`src/rtl/svc_rv_fmem_pipe.sv`:
```
`default_nettype none
// ============================================================================
// Module   : svc_rv_fmem_pipe
// Purpose  : Freezable valid/data delay line providing the read latency.
// Revision : 1.0 - initial release
// ============================================================================
module svc_rv_fmem_pipe #(
  parameter int DEPTH = 1,
  parameter int DW    = 32
) (
  input  wire           clock,
  input  wire           reset,
  input  wire           en,
  input  wire           in_valid,
  input  wire  [DW-1:0] in_data,
  output logic          out_valid,
  output logic [DW-1:0] out_data
);

  logic [DEPTH-1:0] r_valid;
  logic [DW-1:0]    r_data [DEPTH];

  always_ff @(posedge clock) begin
    if (reset) begin
      r_valid <= '0;
    end else if (en) begin
      r_valid[0] <= in_valid;
      for (int k = 1; k < DEPTH; k++) begin
        r_valid[k] <= r_valid[k-1];
      end
    end
  end

  // Data only moves alongside a valid bit; empty slots keep stale contents.
  always_ff @(posedge clock) begin
    if (en) begin
      if (in_valid) begin
        r_data[0] <= in_data;
      end
      for (int k = 1; k < DEPTH; k++) begin
        if (r_valid[k-1]) begin
          r_data[k] <= r_data[k-1];
        end
      end
    end
  end

  assign out_valid = r_valid[DEPTH-1];
  assign out_data  = r_data[DEPTH-1];

endmodule
`default_nettype wire

```
`config.mk`:
```
export PLATFORM = sky130hd
export DESIGN_NAME = svc_rv_fmem_pipe
export DESIGN_NICKNAME = d
export VERILOG_FILES = /design/src/rtl/svc_rv_fmem_pipe.sv
export SDC_FILE = /design/constraint.sdc
export NUM_CORES = 1
export LEC_CHECK = 0
export BUFFER_PORTS_ARGS = -buffer_cell sky130_fd_sc_hd__buf_2
export CAP_MARGIN = 20
export CORE_UTILIZATION = 45
export CTS_BUF_LIST = sky130_fd_sc_hd__clkbuf_4 sky130_fd_sc_hd__clkbuf_8
export CTS_CLUSTER_DIAMETER = 60
export DETAILED_ROUTE_END_ITERATION = 8
export PLACE_DENSITY_LB_ADDON = 0.1
export SYNTH_ARGS = -nofsm -noshare
export SYNTH_HDL_FRONTEND = slang
export SYNTH_SLANG_ARGS = --single-unit
```
`constraint.sdc`:
```
create_clock -name clock -period 1.7 [get_ports clock]
set_input_delay 0.255 -clock clock [delete_from_list [all_inputs] [get_ports clock]]
set_output_delay 0.255 -clock clock [all_outputs]
set_load 0.05 [all_outputs]
```
==> results.sh <==
export IMPL_status="completed"
export IMPL_fin_nets=148
export IMPL_critical_path_endpoint_type="primary output"
export IMPL_timing_worst_setup_path_type="reg -> out"
export IMPL_drt_wl_total_mm=1.62
export IMPL_yosys_most_used_dff="sky130_fd_sc_hd__edfxtp_1"
export IMPL_route_detailed_drc=0
export IMPL_clock_tree_buffer_depth=2
export IMPL_syn_inst=36
export IMPL_synth_top_cells_by_area="sky130_fd_sc_hd__edfxtp_1 96%, sky130_fd_sc_hd__dfxtp_1 2.0%, sky130_fd_sc_hd__mux2i_1 1.0%"
export IMPL_avgRoutedWirePerCell_microns=11.6
export IMPL_synth_largest_area_cell="sky130_fd_sc_hd__edfxtp_1"
export IMPL_io_buffers=68
export IMPL_num_vias=613
export IMPL_yosysMostFrequentCell="sky130_fd_sc_hd__edfxtp_1"
export IMPL_yosys_cell_types_count=5
export IMPL_cts_tree="yes"
export IMPL_yosys_register_bits=33
export IMPL_fp_dieW_microns=49.2
export IMPL_power_per_cell_area_nw_per_um2=1150
export IMPL_max_cap_viol_count=0
export IMPL_timing_max_slew_rel_slack=0.775
export IMPL_worst_setup_path_start_kind="flop"
export IMPL_synth_async_reset_ratio=0
export IMPL_timing_final_crit_period_ps=1180
export IMPL_layout_overhead_on_the_synthesized_area_pct=45.3
export IMPL_tritoncts_num_buffers=5
export IMPL_post_cts_resize_count=0
export IMPL_ys_warn_count=0
export IMPL_dieArea_sq_um=2420
export IMPL_vert_die_dim_microns=49.2
export IMPL_worst_path_dominant_cell_family="flip-flops"
export IMPL_antenna_cells_inserted=0
export IMPL_vdd_drop_max_uv=818
export IMPL_max_slew_worst_pin_slew_ps=338
export IMPL_critical_path_slowest_cell="sky130_fd_sc_hd__edfxtp_1"
export IMPL_rsz_0062_raised_after_global_routing="false"
export IMPL_hold_viol_final=0
export IMPL_synth_common_cells="32 x sky130_fd_sc_hd__edfxtp_1, 1 x sky130_fd_sc_hd__and2_2, 1 x sky130_fd_sc_hd__dfxtp_1, 1 x sky130_fd_sc_hd__mux2i_1, 1 x sky130_fd_sc_hd__nor2_1"
export IMPL_io_pins=69
export IMPL_finalSetupTns_ps=0
export IMPL_global_route_usage_total=0.140
export IMPL_clock_skew_final_ps=0
export IMPL_cts_post_setup_buffers_inserted=0
export IMPL_cts_hold_repair_buffers=0
export IMPL_clk_pin_slew_worst_setup_hold_paths_ps=90
export IMPL_synth_edff_count=32
export IMPL_drt_pass1_iterations=2
export IMPL_initialDrtViolationCount=2
export IMPL_antenna_found_initial=0
export IMPL_synth_top_cell_area_share=0.959
export IMPL_power_leakage_uw=0.000634
export IMPL_floorplan_core_area_sq_um=2020
export IMPL_synth_cell_area_sq_um=1000
export IMPL_wire_length_of_the_first_global_routing_pass_mm=2.29
export IMPL_report_final_slew_viol_count=0
export IMPL_post_synthesis_sequential_area_ratio=0.979
export IMPL_mappedNetlistNets=72
export IMPL_post_synth_cell_area_avg_sq_um=27.8
export IMPL_globalRouteOverflowTotal=0
export IMPL_timing_critical_path_cells="buf_2"
export IMPL_worst_ep_required_time_ps=1440
export IMPL_clock_sink_count=33
export IMPL_critical_path_peak_fanout=1
export IMPL_setup_viol=0
export IMPL_cts_htree_levels=2
export IMPL_place_gp_congestion=0.715
export IMPL_drtAntennaViolNets=0
export IMPL_timing_fmax_mhz=850
export IMPL_worst_skew_pair_late_latency_ps=310
export IMPL_routed_via_density=4.38
export IMPL_first_global_vias=572
export IMPL_row_count=16
export IMPL_finalCritPeriodShare=0.692
export IMPL_cp_data_arrival_time_ps=920
export IMPL_timing_critical_path_slowest_cell_delay_ps=390
export IMPL_floorplan_initialDensity=0.496
export IMPL_grt_start_max_net_pins=20
export IMPL_critical_path_buf_inv_count=1
export IMPL_post_route_cells_drive_above_1_share=0.690
export IMPL_utilization_after_layout=0.720
export IMPL_clockRootBuffer="sky130_fd_sc_hd__clkbuf_4"
export IMPL_hold_class="in -> reg"
==> power breakdown <==
part	internal (uW)	switching [uW]	total, uW
Clock	212	208	421
Combinational	68.3	226	294
Sequential	951	11.8	963
==> cell usage in the layout (no fill, tap or decap) <==
cell                       netlist  routed
sky130_fd_sc_hd__and2_2          1       1
sky130_fd_sc_hd__buf_12          0       1
sky130_fd_sc_hd__buf_2           0      68
sky130_fd_sc_hd__dfxtp_1         1       1
sky130_fd_sc_hd__edfxtp_1       32      32
sky130_fd_sc_hd__clkbuf_4        0       8
sky130_fd_sc_hd__mux2i_1         1       1
sky130_fd_sc_hd__nor2_1          1       1
==> state kept, by name, summed over array words and instances, names as in the netlist <==
name	count
out_valid	1
r_data	32
==> worst paths after layout <==
path,start,to,slack [ps],depth (start not counted)
setup / recovery,r_data[0][10]$_DFFE_PP_,out_data[10],520,1
hold reg to reg,out_valid$_SDFFE_PP0P_,out_valid$_SDFFE_PP0P_,510,2
setup reg to reg,out_valid$_SDFFE_PP0P_,out_valid$_SDFFE_PP0P_,1100,2
hold / removal,reset,out_valid$_SDFFE_PP0P_,90,2
==> through the flow <==
step	worst slack (ps)	cell area [sq um]	std cells	hold slack, ps	power, uW
6_report	524	1460	140	86.6	1680
5_1_grt	474	1460	140	58.4	1740
4_1_cts	494	1460	140	63.5	1700
3_5_place_dp	465	1400	132	413	1280
3_3_place_gp	491	1400	132	412	1270
2_1_floorplan	586	1000	36	327	1190
==> cell type report <==
cell class | count | area, sq um
fill | 148 | 566
sequential | 33 | 981
timing repair buffer | 69 | 360
clock buffer | 8 | 60.1
multi-input combinational | 3 | 21.3
tap | 27 | 33.8
==> metal layers <==
metal,wire (microns),global-route usage
met2,932,0.258
met5,0,0
met3,119,0.0498
met1,555,0.116
met4,12,0.108
==> logic make-up (layout without fill, tap and decap cells) <==
group | count (synthesis) | count (layout) | synth area share
simple gates | 2 | 2 | 0.0112
buf+inv | 0 | 77 | 0
mux | 1 | 1 | 0.00999
flops | 33 | 33 | 0.979
Power figures use the tool's default switching activity.
